==> src/rtl/enc_stream_buffer_if.sv <==
// ----------------------------------------------------------------------------
// enc_stream_buffer_if
//   Bundles the two streaming handshakes of enc_stream_buffer.
//
//   Handshake rule (both sides): a beat transfers on a rising clock edge
//   where valid and ready are both high. A producer holds valid and its data
//   stable until the transfer. A consumer's ready never depends on that
//   same cycle's valid.
//
//   Input side  : in_valid, in_ready, in_data (lane 0 = oldest symbol)
//   Output side : out_valid, out_ready, out_data (lane 0 = oldest),
//                 out_count, out_first, out_last
//
//   Modports
//     slave  : the buffer's view (accepts input beats, produces output beats)
//     master : the environment's view (upstream source + downstream encoder)
// ----------------------------------------------------------------------------
interface enc_stream_buffer_if #(
    parameter int EGF_ORDER = 8,
    parameter int IN_SYM    = 4,
    parameter int OUT_SYM   = 8
);
    logic                                in_valid;
    logic                                in_ready;
    logic [IN_SYM-1:0][EGF_ORDER-1:0]    in_data;
    logic                                out_valid;
    logic                                out_ready;
    logic [OUT_SYM-1:0][EGF_ORDER-1:0]   out_data;
    logic [$clog2(OUT_SYM+1)-1:0]        out_count;
    logic                                out_first;
    logic                                out_last;

    modport slave (
        input  in_valid,
        input  in_data,
        output in_ready,
        output out_valid,
        output out_data,
        output out_count,
        output out_first,
        output out_last,
        input  out_ready
    );

    modport master (
        output in_valid,
        output in_data,
        input  in_ready,
        input  out_valid,
        input  out_data,
        input  out_count,
        input  out_first,
        input  out_last,
        output out_ready
    );
endinterface

==> src/rtl/enc_stream_buffer.sv <==
// ----------------------------------------------------------------------------
// enc_stream_buffer
//   Symbol buffer / gearbox in front of the RS encoder core. Accepts IN_SYM
//   message symbols per input beat and re-emits them as codeword-aligned beats
//   of up to OUT_SYM symbols. The last beat of each message is partial when
//   needed so that no symbol of the next message shares a beat with it.
//
//   Ports
//     clk          rising-edge clock
//     rst          asynchronous active-high reset
//     bus          enc_stream_buffer_if.slave (input and output handshakes)
//     cfg_mes_len  message length; 0 or > MES_LEN_MAX selects MES_LEN_MAX.
//                  Sampled when a message's first beat leaves.
//     buf_level    stored symbol count            (ENC_BUF_LEVEL_EN only)
//     buf_hiwater  maximum buf_level since reset  (ENC_BUF_LEVEL_EN only)
//
//   Optional feature macro: ENC_BUF_LEVEL_EN adds buf_level / buf_hiwater.
//   The datapath is identical with or without it.
// ----------------------------------------------------------------------------
module enc_stream_buffer #(
    parameter int EGF_ORDER   = 8,
    parameter int IN_SYM      = 4,
    parameter int OUT_SYM     = 8,
    parameter int DEPTH       = 16,
    parameter int MES_LEN_MAX = 239
) (
    input  logic                               clk,
    input  logic                               rst,
    enc_stream_buffer_if.slave                 bus,
`ifdef ENC_BUF_LEVEL_EN
    output logic [$clog2(DEPTH+1)-1:0]         buf_level,
    output logic [$clog2(DEPTH+1)-1:0]         buf_hiwater,
`endif
    input  logic [$clog2(MES_LEN_MAX+1)-1:0]   cfg_mes_len
);

    localparam int LW  = $clog2(MES_LEN_MAX + 1);
    localparam int LVW = $clog2(DEPTH + 1);
    localparam int CW  = $clog2(OUT_SYM + 1);
    localparam int PW  = (DEPTH > 1) ? $clog2(DEPTH) : 1;

    // A full input beat plus a partially filled output beat must fit,
    // otherwise the buffer can deadlock waiting for a take it cannot hold.
    generate
        if (DEPTH < IN_SYM + OUT_SYM - 1) begin : g_depth_check
            $error("enc_stream_buffer: DEPTH must be >= IN_SYM + OUT_SYM - 1");
        end
    endgenerate

    typedef logic [EGF_ORDER-1:0] sym_t;

    sym_t            r_mem [DEPTH];
    logic [PW-1:0]   r_wr_ptr;
    logic [PW-1:0]   r_rd_ptr;
    logic [LVW-1:0]  r_level;
    logic [LW-1:0]   r_mes_cnt;   // symbols of the current message already emitted
    logic [LW-1:0]   r_mes_len;   // length latched when the message's first beat left

    logic [LW-1:0]   w_cfg_len;
    logic [LW-1:0]   w_cur_len;
    logic [LW-1:0]   w_remain;
    logic [CW-1:0]   w_take;
    logic            w_out_valid;
    logic            w_out_last;
    logic            w_in_ready;
    logic            w_wr;
    logic            w_rd;
    logic [LVW-1:0]  w_level_next;

    // Circular pointer advance; DEPTH need not be a power of two, and
    // n never exceeds DEPTH, so a single conditional subtract suffices.
    function automatic logic [PW-1:0] ptr_add(input logic [PW-1:0] p, input int n);
        int s;
        s = int'(p) + n;
        if (s >= DEPTH) s = s - DEPTH;
        return s[PW-1:0];
    endfunction

    always_comb begin
        if (cfg_mes_len == '0 || int'(cfg_mes_len) > MES_LEN_MAX) w_cfg_len = LW'(MES_LEN_MAX);
        else                                                         w_cfg_len = cfg_mes_len;
    end

    // Mid-message the latched length rules; the live config only matters
    // for the beat that opens a message.
    assign w_cur_len = (r_mes_cnt == '0) ? w_cfg_len : r_mes_len;
    assign w_remain  = w_cur_len - r_mes_cnt;
    assign w_take    = (int'(w_remain) > OUT_SYM) ? CW'(OUT_SYM) : CW'(w_remain);

    assign w_out_valid = int'(r_level) >= int'(w_take);
    assign w_out_last  = (int'(r_mes_cnt) + int'(w_take)) == int'(w_cur_len);

    // Registered level only: freeing space on the output side this cycle
    // does not open the input until the next cycle.
    assign w_in_ready = (DEPTH - int'(r_level)) >= IN_SYM;

    assign w_wr = bus.in_valid && w_in_ready;
    assign w_rd = w_out_valid && bus.out_ready;

    assign w_level_next = LVW'(int'(r_level) + (w_wr ? IN_SYM : 0) - (w_rd ? int'(w_take) : 0));

    assign bus.in_ready  = w_in_ready;
    assign bus.out_valid = w_out_valid;
    assign bus.out_count = w_take;
    assign bus.out_first = (r_mes_cnt == '0);
    assign bus.out_last  = w_out_last;

    // Read mux: lanes above take, and the whole beat while not valid,
    // are forced to zero so nothing from the next message leaks out.
    always_comb begin
        bus.out_data = '0;
        for (int i = 0; i < OUT_SYM; i++) begin
            if (w_out_valid && i < int'(w_take)) begin
                bus.out_data[i] = r_mem[ptr_add(r_rd_ptr, i)];
            end
        end
    end

    // Symbol storage carries no reset; reads are gated by the level.
    always_ff @(posedge clk) begin
        if (w_wr) begin
            for (int i = 0; i < IN_SYM; i++) begin
                r_mem[ptr_add(r_wr_ptr, i)] <= bus.in_data[i];
            end
        end
    end

    always_ff @(posedge clk or posedge rst) begin
        if (rst) begin
            r_wr_ptr  <= '0;
            r_rd_ptr  <= '0;
            r_level   <= '0;
            r_mes_cnt <= '0;
            r_mes_len <= '0;
        end else begin
            if (w_wr) begin
                r_wr_ptr <= ptr_add(r_wr_ptr, IN_SYM);
            end
            if (w_rd) begin
                r_rd_ptr <= ptr_add(r_rd_ptr, int'(w_take));
                if (r_mes_cnt == '0) begin
                    r_mes_len <= w_cfg_len;
                end
                r_mes_cnt <= w_out_last ? '0 : r_mes_cnt + LW'(w_take);
            end
            r_level <= w_level_next;
        end
    end

`ifdef ENC_BUF_LEVEL_EN
    logic [LVW-1:0] r_hiwater;

    always_ff @(posedge clk or posedge rst) begin
        if (rst) begin
            r_hiwater <= '0;
        end else if (w_level_next > r_hiwater) begin
            r_hiwater <= w_level_next;
        end
    end

    assign buf_level   = r_level;
    assign buf_hiwater = r_hiwater;
`endif

endmodule

==> src/flat_wrapper.sv <==
// flat-port wrapper written by rule: the top's interface ports become plain ports
module enc_stream_buffer_flat 
#(
    parameter int EGF_ORDER   = 8,
    parameter int IN_SYM      = 4,
    parameter int OUT_SYM     = 8,
    parameter int DEPTH       = 16,
    parameter int MES_LEN_MAX = 239
)
  (clk, rst, cfg_mes_len, bus_in_valid, bus_in_data, bus_in_ready, bus_out_valid, bus_out_data, bus_out_count, bus_out_first, bus_out_last, bus_out_ready);
  enc_stream_buffer_if #(.EGF_ORDER(EGF_ORDER), .IN_SYM(IN_SYM), .OUT_SYM(OUT_SYM)) bus_i ();
  input  logic clk;
  input  logic rst;
  input  logic [$clog2(MES_LEN_MAX+1)-1:0] cfg_mes_len;
  input wire logic [$bits(bus_i.in_valid)-1:0] bus_in_valid;
  input wire logic [$bits(bus_i.in_data)-1:0] bus_in_data;
  output wire logic [$bits(bus_i.in_ready)-1:0] bus_in_ready;
  output wire logic [$bits(bus_i.out_valid)-1:0] bus_out_valid;
  output wire logic [$bits(bus_i.out_data)-1:0] bus_out_data;
  output wire logic [$bits(bus_i.out_count)-1:0] bus_out_count;
  output wire logic [$bits(bus_i.out_first)-1:0] bus_out_first;
  output wire logic [$bits(bus_i.out_last)-1:0] bus_out_last;
  input wire logic [$bits(bus_i.out_ready)-1:0] bus_out_ready;
  assign bus_i.in_valid = bus_in_valid;
  assign bus_i.in_data = bus_in_data;
  assign bus_in_ready = bus_i.in_ready;
  assign bus_out_valid = bus_i.out_valid;
  assign bus_out_data = bus_i.out_data;
  assign bus_out_count = bus_i.out_count;
  assign bus_out_first = bus_i.out_first;
  assign bus_out_last = bus_i.out_last;
  assign bus_i.out_ready = bus_out_ready;
  enc_stream_buffer #(.EGF_ORDER(EGF_ORDER), .IN_SYM(IN_SYM), .OUT_SYM(OUT_SYM), .DEPTH(DEPTH), .MES_LEN_MAX(MES_LEN_MAX)) u_core (.clk(clk), .rst(rst), .bus(bus_i), .cfg_mes_len(cfg_mes_len));
endmodule
==> config.mk <==
export PLATFORM = sky130hd
export DESIGN_NAME = enc_stream_buffer_flat
export DESIGN_NICKNAME = d
export VERILOG_FILES = /design/src/rtl/enc_stream_buffer_if.sv /design/src/rtl/enc_stream_buffer.sv /design/src/flat_wrapper.sv
export SDC_FILE = /design/constraint.sdc
export NUM_CORES = 1
export LEC_CHECK = 0
export CAP_MARGIN = 20
export CORE_MARGIN = 5
export CORE_UTILIZATION = 54
export CTS_BUF_LIST = sky130_fd_sc_hd__clkbuf_4 sky130_fd_sc_hd__clkbuf_8
export DETAILED_ROUTE_END_ITERATION = 12
export PLACE_DENSITY_LB_ADDON = 0.1
export SLEW_MARGIN = 20
export SYNTH_ARGS = -nofsm -noshare
export SYNTH_HDL_FRONTEND = slang
export SYNTH_SLANG_ARGS = --single-unit
==> constraint.sdc <==
create_clock -name clk -period 7.65 [get_ports clk]
set_input_delay 1.53 -clock clk [delete_from_list [all_inputs] [get_ports clk]]
set_output_delay 1.53 -clock clk [all_outputs]
set_load 0.01 [all_outputs]
Word-level counts from Yosys, hierarchy flattened
Memories as Yosys holds them, arrays and structs flattened.
Cells that the tools add are included.
{"block": "totals", "regBits": 29, "ramBits": 128, "out_inout_bits": 72, "elab_cells": 120, "memories": 1}
{"block": "op_classes", "n_addsub": 32, "magnitude_cmp": 26, "eq_ne": 1, "muxes": 42, "n_reduce_logical": 13}
{"name": "u_core.r_mem", "words": 16, "width": 8, "rd": 8, "rd_clocked_by_memory_dff": 0, "wr": 4, "line_no": "enc_stream_buffer.sv:52", "source": "sym_t r_mem [DEPTH];"}
{"operator": "$mux 4", "count": 28}
{"operator": "$mux 8", "count": 11}
{"operator": "$ge 5x5->1 const B", "count": 12}
{"operator": "$sub 4x1->4 const B", "count": 14}
{"operator": "$eq 32x9->1", "count": 1}
{"operator": "$ge 32x4->1 const B", "count": 1}
{"operator": "$add 4x3->5 const B", "count": 5}
{"operator": "$add 4x2->5 const B", "count": 4}
{"operator": "$logic_not 8->1", "count": 2}
{"operator": "$lt 3x4->1 const A", "count": 4}
{"operator": "$add 4x1->5 const B", "count": 2}
{"operator": "$ge 4x5->1 const B", "count": 2}
{"operator": "$logic_and 1x1->1", "count": 10}
{"operator": "$add 8x4->9", "count": 1}
{"operator": "$add 8x4->8", "count": 1}
{"operator": "$gt 8x4->1 const B", "count": 1}
{"operator": "$gt 8x8->1 const B", "count": 1}
{"operator": "$lt 1x4->1 const A", "count": 2}
{"operator": "$lt 2x4->1 const A", "count": 2}
{"operator": "$sub 8x8->8", "count": 1}
{"operator": "$sub 5x5->6 const A", "count": 1}
{"operator": "$add 4x4->5", "count": 1}
{"operator": "$add 5x5->5", "count": 1}
{"operator": "$ge 5x4->1", "count": 1}
{"operator": "other kinds (4)", "count": 5}

Logic depth before layout (Yosys ltp)
Gate-level depths: netlist of the first run.
An unclocked memory read counts as a cell.
{"block": "logic_depth", "ltp_word": 12, "depth_mapped": 29}

Worst setup path before layout of the first run
OpenSTA, ideal clock, no wires.
{"block": "synth_timing", "kind": "input to output", "startpoint": "in cfg_mes_len[4]", "endpoint": "out bus_out_data[18]", "t_arrival_ns": 6.644, "path_slack_ns": -0.524, "cell_stages": 22, "n_path_buf": 2, "cell_sequence": "or4_1 -> o2111ai_1 -> o22ai_1 -> ha_1 -> fa_1 -> nor2b_1 -> o31ai_1 -> a211oi_1 -> o311ai_0 -> or2_2 -> clkbuf_1 -> nor2_1 -> ha_1 -> nand2b_1 -> a21o_1 -> a21o_1 -> a211o_1 -> clkbuf_1 -> o21ai_2 -> inv_1 -> a31oi_1 -> a211oi_1"}
{"block": "synth_between", "elab_chain_len": 10, "word_cells_on_any_way": 12, "classes_between": "1 x add/sub; 4 x order compare; 4 x mux; 3 x reduce/logical"}
{"element": "start: declaration", "line_no": "flat_wrapper.sv:14", "source": "input logic [$clog2(MES_LEN_MAX+1)-1:0] cfg_mes_len;"}
{"element": "$gt 8x8->1 / $logic_not 8->1 (equally long branches)", "line_no": "enc_stream_buffer.sv:80", "source": "if (cfg_mes_len == '0 || int'(cfg_mes_len) > MES_LEN_MAX) w_cfg_len = LW'(MES_LEN_MAX);"}
{"element": "$logic_or 1x1->1", "line_no": "enc_stream_buffer.sv:80"}
{"element": "$mux 8 *", "line_no": "enc_stream_buffer.sv:80"}
{"element": "$mux 8 *"}
{"element": "$sub 8x8->8 *", "line_no": "enc_stream_buffer.sv:87", "source": "assign w_remain = w_cur_len - r_mes_cnt;"}
{"element": "$gt 8x4->1", "line_no": "enc_stream_buffer.sv:88", "source": "assign w_take = (int'(w_remain) > OUT_SYM) ? CW'(OUT_SYM) : CW'(w_remain);"}
{"element": "$mux 4 *", "line_no": "enc_stream_buffer.sv:88"}
{"element": "net bus_out_count[0]", "line_no": "flat_wrapper.sv:20", "source": "output wire logic [$bits(bus_i.out_count)-1:0] bus_out_count;"}
{"element": "$ge 5x4->1 / $lt 2x4->1 (equally long branches)", "line_no": "enc_stream_buffer.sv:90, enc_stream_buffer.sv:113"}
{"element": "$logic_and 1x1->1 *", "line_no": "enc_stream_buffer.sv:113", "source": "if (w_out_valid && i < int'(w_take)) begin"}
{"element": "$mux 8 *", "line_no": "enc_stream_buffer.sv:113"}
{"element": "end: declaration", "line_no": "flat_wrapper.sv:19", "source": "output wire logic [$bits(bus_i.out_data)-1:0] bus_out_data;"}
Mark *: on every way through the listed nets, which the timed path passes. The rest lies on a longest branch.

Final worst setup path of the first run
{"block": "layout_timing", "startpoint": "in cfg_mes_len[6]", "endpoint": "out bus_out_last"}
{"block": "layout_between", "elab_chain_len": 9, "word_cells_on_any_way": 10, "classes_between": "2 x add/sub; 2 x order compare; 1 x eq/ne; 3 x mux; 2 x reduce/logical"}
{"element": "$gt 8x8->1 / $logic_not 8->1 (equally long branches)", "line_no": "enc_stream_buffer.sv:80"}
{"element": "$logic_or 1x1->1", "line_no": "enc_stream_buffer.sv:80"}
{"element": "$mux 8 *", "line_no": "enc_stream_buffer.sv:80"}
{"element": "$mux 8 *"}
{"element": "net u_core.w_cur_len[6]", "line_no": "enc_stream_buffer.sv:60", "source": "logic [LW-1:0] w_cur_len;"}
{"element": "$sub 8x8->8", "line_no": "enc_stream_buffer.sv:87"}
{"element": "$gt 8x4->1", "line_no": "enc_stream_buffer.sv:88"}
{"element": "$mux 4", "line_no": "enc_stream_buffer.sv:88"}
{"element": "$add 8x4->9", "line_no": "enc_stream_buffer.sv:91", "source": "assign w_out_last = (int'(r_mes_cnt) + int'(w_take)) == int'(w_cur_len);"}
{"element": "$eq 32x9->1 *", "line_no": "enc_stream_buffer.sv:91"}
{"element": "end: declaration", "line_no": "flat_wrapper.sv:22", "source": "output wire logic [$bits(bus_i.out_last)-1:0] bus_out_last;"}
Marks and branches as above.

==> results of run 1 <==
==> worst min-delay path by stage <==
stage | start | to | depth (start not counted)
CTS | u_core.r_mes_len[4] | u_core.r_mes_len[4] | 2
finish | u_core.r_mes_len[4] | u_core.r_mes_len[4] | 2
floorplan | u_core.r_mes_len[4] | u_core.r_mes_len[4] | 2
detailed placement | u_core.r_mes_len[4] | u_core.r_mes_len[4] | 2
global placement | u_core.r_mes_len[5] | u_core.r_mes_len[5] | 2
global route | u_core.r_mes_len[4] | u_core.r_mes_len[4] | 2
==> cell usage in the layout (no fill, tap or decap), types with 14 or more instances in the layout <==
master and count:
a211oi_1 24, a211oi_2 19, and2_1 18, buf_2 37, buf_4 103, buf_6 55, clkbuf_2 22, clkbuf_8 17
clkdlybuf4s50_1 41, dfrtp_1 25, edfxtp_1 128, ha_1 26, inv_1 26, mux2i_1 23, mux4_2 173, nand2_1 32
nor2b_1 27, o21ai_0 14, xnor2_1 15
==> power groups by stage <==
stage          Combinational, mW  Sequential [mW]  Clock, mW
6_report                    4.65             1.21      0.674
4_1_cts                     4.18             1.20      0.677
3_3_place_gp                4.07             1.21          0
5_1_grt                     4.90             1.22      0.715
2_1_floorplan               2.41             1.15          0
3_5_place_dp                4.15             1.22          0
==> worst max-delay path, cell delays in order <==
cell and delay (ns):
buf_6 0.09, or4_4 0.56, buf_6 0.14, o211ai_1 0.25, o22a_1 0.30, ha_4 0.24
nor3b_1 0.13, a311o_1 0.31, a211oi_4 0.33, o311ai_2 0.17, or2_4 0.29, buf_6 0.13
ha_4 0.22, a21oi_2 0.15, nand2_2 0.10, xnor2_2 0.15, xor2_1 0.15, or4_4 0.52
a211oi_2 0.22, mux2i_1 0.14, nor3_2 0.15, buf_2 0.16
==> metrics by stage <==
| stage | cells | worst slack (ns) |
|---|---|---|
| final | 1304 | -0.3167 |
| after global routing | 1304 | -0.4502 |
| after CTS | 1283 | -0.1662 |
| after detailed placement | 1217 | -1.326 |
| after global placement | 1217 | -1.052 |
| after floorplan | 785 | -0.008046 |
==> area by class of cell <==
cell class / instances / area (sq um) / area share, %
multi-input cells: 539 / 7236 / 48.49
flip-flops and latches: 155 / 4527 / 30.34
repair buffers: 267 / 2260 / 15.14
well taps: 275 / 344.1 / 2.306
clock buffers: 18 / 241.5 / 1.618
clock inverters: 14 / 175.2 / 1.174
inverters: 36 / 137.6 / 0.9224
==> routing by layer <==
| metal | wire length (microns) | global-route usage (%) | vias to the layer above |
|---|---|---|---|
| met5 | 13 | 0 | - |
| met3 | 3297 | 7.046 | 77 |
| met4 | 1192 | 11.46 | 2 |
| met1 | 13360 | 38.39 | 4599 |
| li1 | - | - | 3704 |
| met2 | 17830 | 47.67 | 564 |
==> state kept, by name, summed over array words and instances, names as in the netlist <==
name              count
u_core.r_mes_cnt      8
u_core.r_mes_len      8
u_core.r_level        5
u_core.r_mem        128
u_core.r_wr_ptr       2
u_core.r_rd_ptr       4
==> timing repair <==
| action | CTS | global route |
|---|---|---|
| cloned | 0 | 1 |
| pin swaps | 29 | 17 |
| endpoints found under the setup margin | 66 | 73 |
| gates resized for setup | 273 | 172 |
| setup buffers | 36 | 22 |
==> cells by family (layout without fill, tap and decap cells) <==
logic type / count (synthesis) / count (layout) / synth area share, %
AND/OR/NAND/NOR: 162 / 162 / 7.885
XOR/XNOR: 29 / 29 / 2.273
flip-flops: 155 / 155 / 39.28
AO/OA/AOI/OAI: 113 / 113 / 7.113
buffers and inverters: 91 / 335 / 3.012
multiplexers: 196 / 196 / 35.87
adder cells (fa/ha/maj): 39 / 39 / 4.568
==> run metrics, run 1 <==
final net count 1099; H-tree levels 4; Core Area 21020 sq um; CP Max Fanout 4; Netlist cell types 58; f_max 125.5 MHz; number of hold buffers added after CTS 0; Starting DRT DRC Count 907; I/O pin count 116; failing checks negative setup slack; post-synth top area cell mux4_2; Layout area overhead 29.69%; Routed WL per cell 27.37 microns; fin. max-slew vios 0; DRC 0; Mapped Nets 868; CTS tree built; # fillers 1369; overall routing resource usage 29.27%; DRT antenna net count 0; RSZ-0062 raised after global routing yes; Worst Max-Slew Pin Slew 1.008 ns; crit start category primary input; synthesized area per cell 14.66 sq um; final wirelength 35690 microns; vias in the first global route 9167; Antenna diodes 0; clk_lat worst skew 0.47 ns; Synth top cells by count 173 x mux4_2, 128 x edfxtp_1, 44 x a211oi_1; Max Cap Viol 0; full die area 24320 sq um; # rows 53; port bufs 115; count leader, synth mux4_2; fin util 70.98%; total power per unit cell area 437.7 nW/um^2; Setup TNS -8.186 ns; reg2reg path depth 39; largest net degree at the start of global routing 71; #FFs+latches synth 155; via count 8946; Via density 6.860; Hold WS 0.4783 ns; Clk pin slew, worst setup/hold paths 0.09 ns; Leak 5.351 nW; worst r2r src u_core.r_mes_cnt[4]; asr flop ratio synth 17.42%; max_slew headroom 32.77%; worst setup path start cfg_mes_len[6]; Net Switching 2.815 mW; clk root buf clkbuf_8; Syn. warnings 0; final instance area 14920 sq um; Yosys top cell area share 33.87%; clk sinks 155; status finished, violations left; Post-synth EDFFs 128; Int Pwr 3.715 mW; clock skew 0.01570 ns; Clk network pwr share 10.3%; final worst-path cycle share 104.1%; main flop type after synthesis edfxtp_1; First-pass DRT Iterations 6; Die Y-Extent 156.0 microns; ratio of cells with drive above 1 in the final layout 52.38%; Critical Path Sink Type output port; Post-Synthesis Cell Area 11500 sq um; Synth area leaders mux4_2 34%, edfxtp_1 33%, dfrtp_1 5.9%; CP required 6.12 ns; Worst EP arrival 6.44 ns; Switching Fraction 43.11%; worst reg-to-reg setup slack 0.40 ns; final hold viol count 0; CP Capture Point bus_out_last; sequential group share of total power 18.5%; Starting Density 54.73%; clk buf depth 2; initial antenna violation count 1; Syn Inst Count 785; r2r endpoint u_core.r_mes_cnt[7]; first-pass GRT wire length 53500 microns; placed cell area 13670 sq um; DP HPWL 24470 microns; worst setup margin -0.3167 ns; GRT overflow 0; total power 6.530 mW; GPL Wtd Cong 0.9382; Die X 156.0 microns; Logic pwr share 71.1%; Peak VDD IR 212.8 uV; Final setup viols 64; CTS buffer count 17; hold crit path type reg2reg; Period minus WS final 7.967 ns; CP Class in2out; sequential area share after synthesis 39.28%
(Power assumes the default switching activity.)
==> run 2: changes to the inputs <==
--- a/config.mk
+++ b/config.mk
@@ -5,12 +5,12 @@
 export SDC_FILE = /design/constraint.sdc
 export NUM_CORES = 1
 export LEC_CHECK = 0
-export CAP_MARGIN = 20
-export CORE_MARGIN = 5
+export CAP_MARGIN = 25
 export CORE_UTILIZATION = 54
 export CTS_BUF_LIST = sky130_fd_sc_hd__clkbuf_4 sky130_fd_sc_hd__clkbuf_8
 export DETAILED_ROUTE_END_ITERATION = 12
 export PLACE_DENSITY_LB_ADDON = 0.1
+export RECOVER_POWER = 25
 export SLEW_MARGIN = 20
 export SYNTH_ARGS = -nofsm -noshare
 export SYNTH_HDL_FRONTEND = slang
==> run metrics, run 2 (synthesis gave the netlist of run 1 again) <==
Starting DRT DRC Count 766 (-16%); CP Class in2out; Worst Max-Slew Pin Slew 1.051 ns (+0.04254 ns); delay-heaviest family, CP simple AND/OR/NAND/NOR gates; first-pass GRT wire length 53160 microns (-0.63%); CTS tree built; Max Cap Viol 0 (unchanged); status finished, violations left; port bufs 115 (unchanged); First-pass DRT Iterations 5 (-1); commonest non-fill, non-tap cell in the layout mux4_2; vias in the first global route 9065 (-1.1%); ratio of cells with drive above 1 in the final layout 53.65% (+1.3 points); Antenna diodes 0 (unchanged); GRT overflow 0 (unchanged); H-tree levels 4 (unchanged); Core Area 20960 sq um (-0.32%); fin. max-slew vios 0 (unchanged); Die X 148.0 microns (-5.1%); final worst-path cycle share 102.6% (-1.5 points); Largest register FFs 128 (unchanged); Setup TNS -1.030 ns (+7.157 ns); Largest regs u_core.r_mem (128), u_core.r_mes_cnt (8), u_core.r_mes_len (8); clk buf depth 2 (unchanged); clock skew 0.02372 ns (+0.008020 ns); # fillers 1338 (-2.3%); DRT antenna net count 0 (unchanged); Die Y-Extent 148.0 microns (-5.1%); Via density 6.917 (+0.83%); crit start category primary input; largest net degree at the start of global routing 66 (-7.0%); Hold WS 0.4898 ns (+0.01145 ns); final net count 1097 (-0.18%); Critical Path Sink Type output port; Worst EP arrival 6.32 ns (-0.12 ns); clk root buf clkbuf_8; DRC 0 (unchanged); CTS buffer count 17 (unchanged); Period minus WS final 7.852 ns (-0.1146 ns); slowest CP cell or4_4; Peak VDD IR 315.2 uV (+48%); final hold viol count 0 (unchanged); Top reg by flops u_core.r_mem; worst setup margin -0.2021 ns (+0.1146 ns); Routed WL per cell 27.20 microns (-0.62%); total power per unit cell area 447.0 nW/um^2 (+2.1%); I/O pin count 116 (unchanged); Layout area overhead 32.30%; Starting Density 54.90% (+0.17 points); overall routing resource usage 33.07% (+3.8 points); CP cell instances buf_6, or4_4, o2111ai_4, o22ai_2, ha_2, fa_2, nor2b_4, o31ai_2, a211oi_2, o311ai_1, or2_1, buf_6, ha_4, a21oi_4, nand2_4, xnor2_4, xor2_2, or4b_4, a211oi_2, mux2i_2, nor3_2, buf_2; full die area 21890 sq um (-10%); Clk pin slew, worst setup/hold paths 0.09 ns (about the same); initial antenna violation count 0 (-1); CP required 6.12 ns (about the same); final instance area 15220 sq um (+2.0%); crit-path max cell delay 0.56 ns (about the same); failing checks negative setup slack; RSZ-0062 raised after global routing yes; DP HPWL 24470 microns (about the same); clk_lat worst skew 0.48 ns (about the same); CP Max Fanout 4 (unchanged); number of hold buffers added after CTS 0 (unchanged); placed cell area 13730 sq um (+0.42%); Final setup viols 13 (-80%); clk sinks 155 (unchanged); # rows 53 (unchanged); worst reg-to-reg setup slack 0.64 ns (+0.24 ns); CP bufs+invs 3 (-1); GPL Wtd Cong 0.9270 (-1.2%); via count 9006 (+0.67%); final wirelength 35420 microns (-0.78%); most frequent cells in the layout 173 x mux4_2, 128 x edfxtp_1, 104 x buf_4; max_slew headroom 29.94% (-2.8 points); hold crit path type reg2reg; f_max 127.4 MHz (+1.5%); Leak 5.486 nW (+2.5%)
[run 2: worst paths after layout]
check / cells past startpoint / to / start
min in group asynchronous: 2 / u_core.r_wr_ptr[2] / rst
worst min-delay path: 2 / u_core.r_mes_len[1] / u_core.r_mes_len[1]
worst min register to register: 2 / u_core.r_mes_len[1] / u_core.r_mes_len[1]
worst max-delay path: 22 / bus_out_last / cfg_mes_len[2]
worst max register to register: 34 / u_core.r_mes_cnt[6] / u_core.r_mes_cnt[4]
max in group asynchronous: 3 / u_core.r_rd_ptr[1] / rst
[run 2: routing by layer]
metal | track usage [%] | wire length (microns) | up-vias
li1 | - | - | 3701
met1 | 44.26 | 13450 | 4708
met2 | 55.09 | 17840 | 511
met3 | 4.506 | 2806 | 86
met4 | 13.04 | 1319 | 0
met5 | 0 | 0 | -
[run 2: metrics by stage]
step / power (mW) / cells / util, % / setup slack [ns]
final: 6.803 / 1302 / 72.64 / -0.2021
after global routing: 7.086 / 1302 / 72.64 / -0.3958
after CTS: 6.089 / 1296 / 69.28 / -0.1143
after detailed placement: 5.372 / 1222 / 65.50 / -1.112
after global placement: 5.282 / 1221 / 65.37 / -0.9610
after floorplan: 3.558 / 785 / - / -0.008046
[run 2: area by class of cell]
type                    instances  area (sq um)  share of cell area (%)
clock buffers                  17         234.0                   1.537
clock inverters                15         162.7                   1.069
inverters                      36         137.6                  0.9042
multi-input cells             539          7443                   48.90
flip-flops and latches        155          4527                   29.74
well taps                     275         344.1                   2.261
repair buffers                265          2372                   15.59
[run 2: what timing repair did]
| item | 4_1_cts | 5_1_grt |
|---|---|---|
| setup endpoints to repair | 66 | 73 |
| resized for setup | 338 | 181 |
| pin swaps | 28 | 24 |
| setup buffers | 43 | 12 |
[run 2: worst register-to-register path, delay by kind of cell, from the launching register on]
family	cells	cell delay, ns
and+or+nand+nor	6	1.92
xor gates and xnor gates	2	0.31
AOI/OAI and AO/OA	7	1.27
DFF	1	0.51
buffers and inverters	16	2.19
adders and majority gates	2	0.54
muxes	1	0.11
[run 2: power by group]
part | switching [mW] | internal [mW]
registers | 0.178 | 1.06
logic | 2.37 | 2.56
clock network | 0.385 | 0.248
total | 2.93 | 3.87
==> run 3: changes to the inputs <==
--- a/config.mk
+++ b/config.mk
@@ -10,8 +10,7 @@
 export CTS_BUF_LIST = sky130_fd_sc_hd__clkbuf_4 sky130_fd_sc_hd__clkbuf_8
 export DETAILED_ROUTE_END_ITERATION = 12
 export PLACE_DENSITY_LB_ADDON = 0.1
-export RECOVER_POWER = 25
-export SLEW_MARGIN = 20
+export RECOVER_POWER = 50
 export SYNTH_ARGS = -nofsm -noshare
 export SYNTH_HDL_FRONTEND = slang
 export SYNTH_SLANG_ARGS = --single-unit
==> constraint.sdc (replaced) <==
create_clock -name clk -period 7.65 [get_ports clk]
set_input_delay 2.295 -clock clk [delete_from_list [all_inputs] [get_ports clk]]
set_output_delay 2.295 -clock clk [all_outputs]
set_load 0.01 [all_outputs]
==> run metrics, run 3 (synthesis gave the netlist of run 1 again) <==
crit-path max cell delay 0.56 ns (about the same); clock skew 0.01374 ns (-0.009975 ns); final hold viol count 0 (unchanged); Clk network pwr share 9.1% (-0.2 points); failing checks max-capacitance violations, max-slew violations, negative setup slack; final net count 1128 (+2.8%); commonest non-fill, non-tap cell in the layout mux4_2; Hold WS 0.5042 ns (+0.01447 ns); # fillers 1324 (-1.0%); Final setup viols 73 (+60); CTS buffer count 17 (unchanged); GRT overflow 0 (unchanged); DRC 0 (unchanged); total power 6.969 mW (+2.4%); sequential group share of total power 17.3% (-0.9 points); worst setup margin -1.911 ns (-1.709 ns); fin. max-slew vios 28 (+28); max_slew headroom -10.49% (-40 points); Routed WL per cell 27.74 microns (+2.0%); Layout area overhead 35.01%; Switching Fraction 42.88% (-0.21 points); I/O pin count 116 (unchanged); Antenna diodes 0 (unchanged); crit start category primary input; Logic pwr share 73.6% (+1.1 points); port bufs 115 (unchanged); hold crit path type reg2reg; Net Switching 2.989 mW (+1.9%); first-pass GRT wire length 53920 microns (+1.4%); dpl ws -2.545 ns (-1.433 ns); Starting DRT DRC Count 943 (+23%); DRT antenna net count 0 (unchanged); Core Area 20960 sq um (unchanged); Largest register FFs 128 (unchanged); placed insts 1234 (+0.98%); Via density 7.042 (+1.8%); Worst EP arrival 7.27 ns (+0.95 ns); DP HPWL 24440 microns (-0.12%); total power per unit cell area 448.7 nW/um^2 (+0.39%); Peak VDD IR 214.7 uV (-32%); clk buf depth 2 (unchanged); CTS tree built; vias in the first global route 9177 (+1.2%); Critical Path Sink Type output port; Leak 5.652 nW (+3.0%); Max Cap Viol 1 (+1); CP cell instances buf_6, or4_4, o2111ai_4, o22ai_4, ha_4, fa_2, nor2b_4, o21a_1, and4_4, o311ai_2, or2_4, inv_4, nand2_4, inv_4, ha_4, buf_6, nand4_1, a21oi_1, o311ai_0, o21ai_1, a31o_2, mux2i_1, nor3_2, buf_2; f_max 104.6 MHz (-18%); CP Max Fanout 4 (unchanged); # rows 53 (unchanged); full die area 21890 sq um (unchanged); clk sinks 155 (unchanged); final worst-path cycle share 125.0% (+22 points); GPL Wtd Cong 0.9181 (-0.96%); most frequent cells in the layout 173 x mux4_2, 128 x edfxtp_1, 111 x buf_4; First-pass DRT Iterations 5 (unchanged); Period minus WS final 9.561 ns (+1.709 ns); H-tree levels 4 (unchanged); ratio of cells with drive above 1 in the final layout 55.86% (+2.2 points); RSZ-0062 raised after global routing yes; final wirelength 36980 microns (+4.4%); Post-Layout Cell Count 1333 (+2.4%); Die X 148.0 microns (unchanged); status finished, violations left; slowest CP cell or4_4; clk root buf clkbuf_8; CP required 5.36 ns (-0.76 ns); Starting Density 54.90% (unchanged); overall routing resource usage 33.62% (+0.55 points); Worst Max-Slew Pin Slew 1.657 ns (+0.6065 ns); Largest regs u_core.r_mem (128), u_core.r_mes_cnt (8), u_core.r_mes_len (8); via count 9387 (+4.2%); Setup TNS -114.63 ns (-113.60 ns); initial antenna violation count 0 (unchanged); Clk pin slew, worst setup/hold paths 0.10 ns (about the same); CP Class in2out; Die Y-Extent 148.0 microns (unchanged); Top reg by flops u_core.r_mem; clk_lat worst skew 0.49 ns (about the same); largest net degree at the start of global routing 69 (+4.5%); Int Pwr 3.980 mW (+2.8%)
run 3: changes by cell type in the layout (fill, tap and decap cells not counted), sizes merged:
| cell | before | now |
|---|---|---|
| dlygate4sd3 | 21 | 33 |
| clkbuf | 23 | 47 |
| clkinv | 6 | 4 |
| clkinvlp | 0 | 3 |
| clkdlybuf4s50 | 20 | 4 |
| buf | 216 | 228 |
| inv | 45 | 43 |
run 3: power by group through the flow:
| stage | combinational [mW] | sequential, mW | clock [mW] |
|---|---|---|---|
| after floorplan | 2.53 | 1.15 | 0 |
| after CTS | 4.35 | 1.20 | 0.635 |
| after global routing | 5.35 | 1.22 | 0.672 |
| after detailed placement | 4.32 | 1.22 | 0 |
| after global placement | 4.24 | 1.20 | 0 |
| final | 5.13 | 1.21 | 0.632 |
run 3: timing repair:
item | 4_1_cts | 5_1_grt
buffers inserted | 25 | 46
endpoints found under the setup margin | 73 | 73
pin swaps | 27 | 22
hold buffers | 0 | 0
resized for setup | 196 | 280
run 3: final timing paths:
kind | depth (start not counted) | slack (ns) | startpoint | to
worst min-delay path | 2 | 0.50 | u_core.r_mes_len[1] | u_core.r_mes_len[1]
worst max register to register | 30 | 1.26 | u_core.r_mes_cnt[0] | u_core.r_level[4]
max in group asynchronous | 3 | 3.67 | rst | u_core.r_rd_ptr[0]
worst min register to register | 2 | 0.50 | u_core.r_mes_len[1] | u_core.r_mes_len[1]
worst max-delay path | 24 | -1.91 | cfg_mes_len[3] | bus_out_last
min in group asynchronous | 3 | 2.81 | rst | u_core.r_rd_ptr[3]
run 3: through the flow:
stage	area, sq um	utilization, %
2_1_floorplan	11800	-
3_3_place_gp	13970	66.66
3_5_place_dp	13980	66.72
4_1_cts	14720	70.25
5_1_grt	15530	74.12
6_report	15530	74.12
run 3: layer usage:
| layer | GRT usage (%) | share of wire (%) |
|---|---|---|
| met3 | 6.605 | 9.7 |
| met2 | 54.84 | 50 |
| met5 | 0 | 0 |
| met1 | 44.70 | 36 |
| met4 | 13.14 | 4.3 |
run 3: layout make-up:
| type | instances | area, sq um | area share (%) |
|---|---|---|---|
| tap | 275 | 344.1 | 2.215 |
| sequential | 155 | 4527 | 29.14 |
| timing repair buffer | 296 | 2734 | 17.60 |
| multi-input combinational | 539 | 7397 | 47.62 |
| clock buffer | 18 | 241.5 | 1.555 |
| inverter | 36 | 142.6 | 0.9183 |
| clock inverter | 14 | 146.4 | 0.9425 |
run 3: worst max-delay path: cells and delay by family:
kind,cells,cell delay (ns)
and+or+nand+nor,7,1.64
AOI/OAI and AO/OA,8,1.76
buffers and inverters,5,0.50
adders and majority gates,3,0.73
muxes,1,0.34
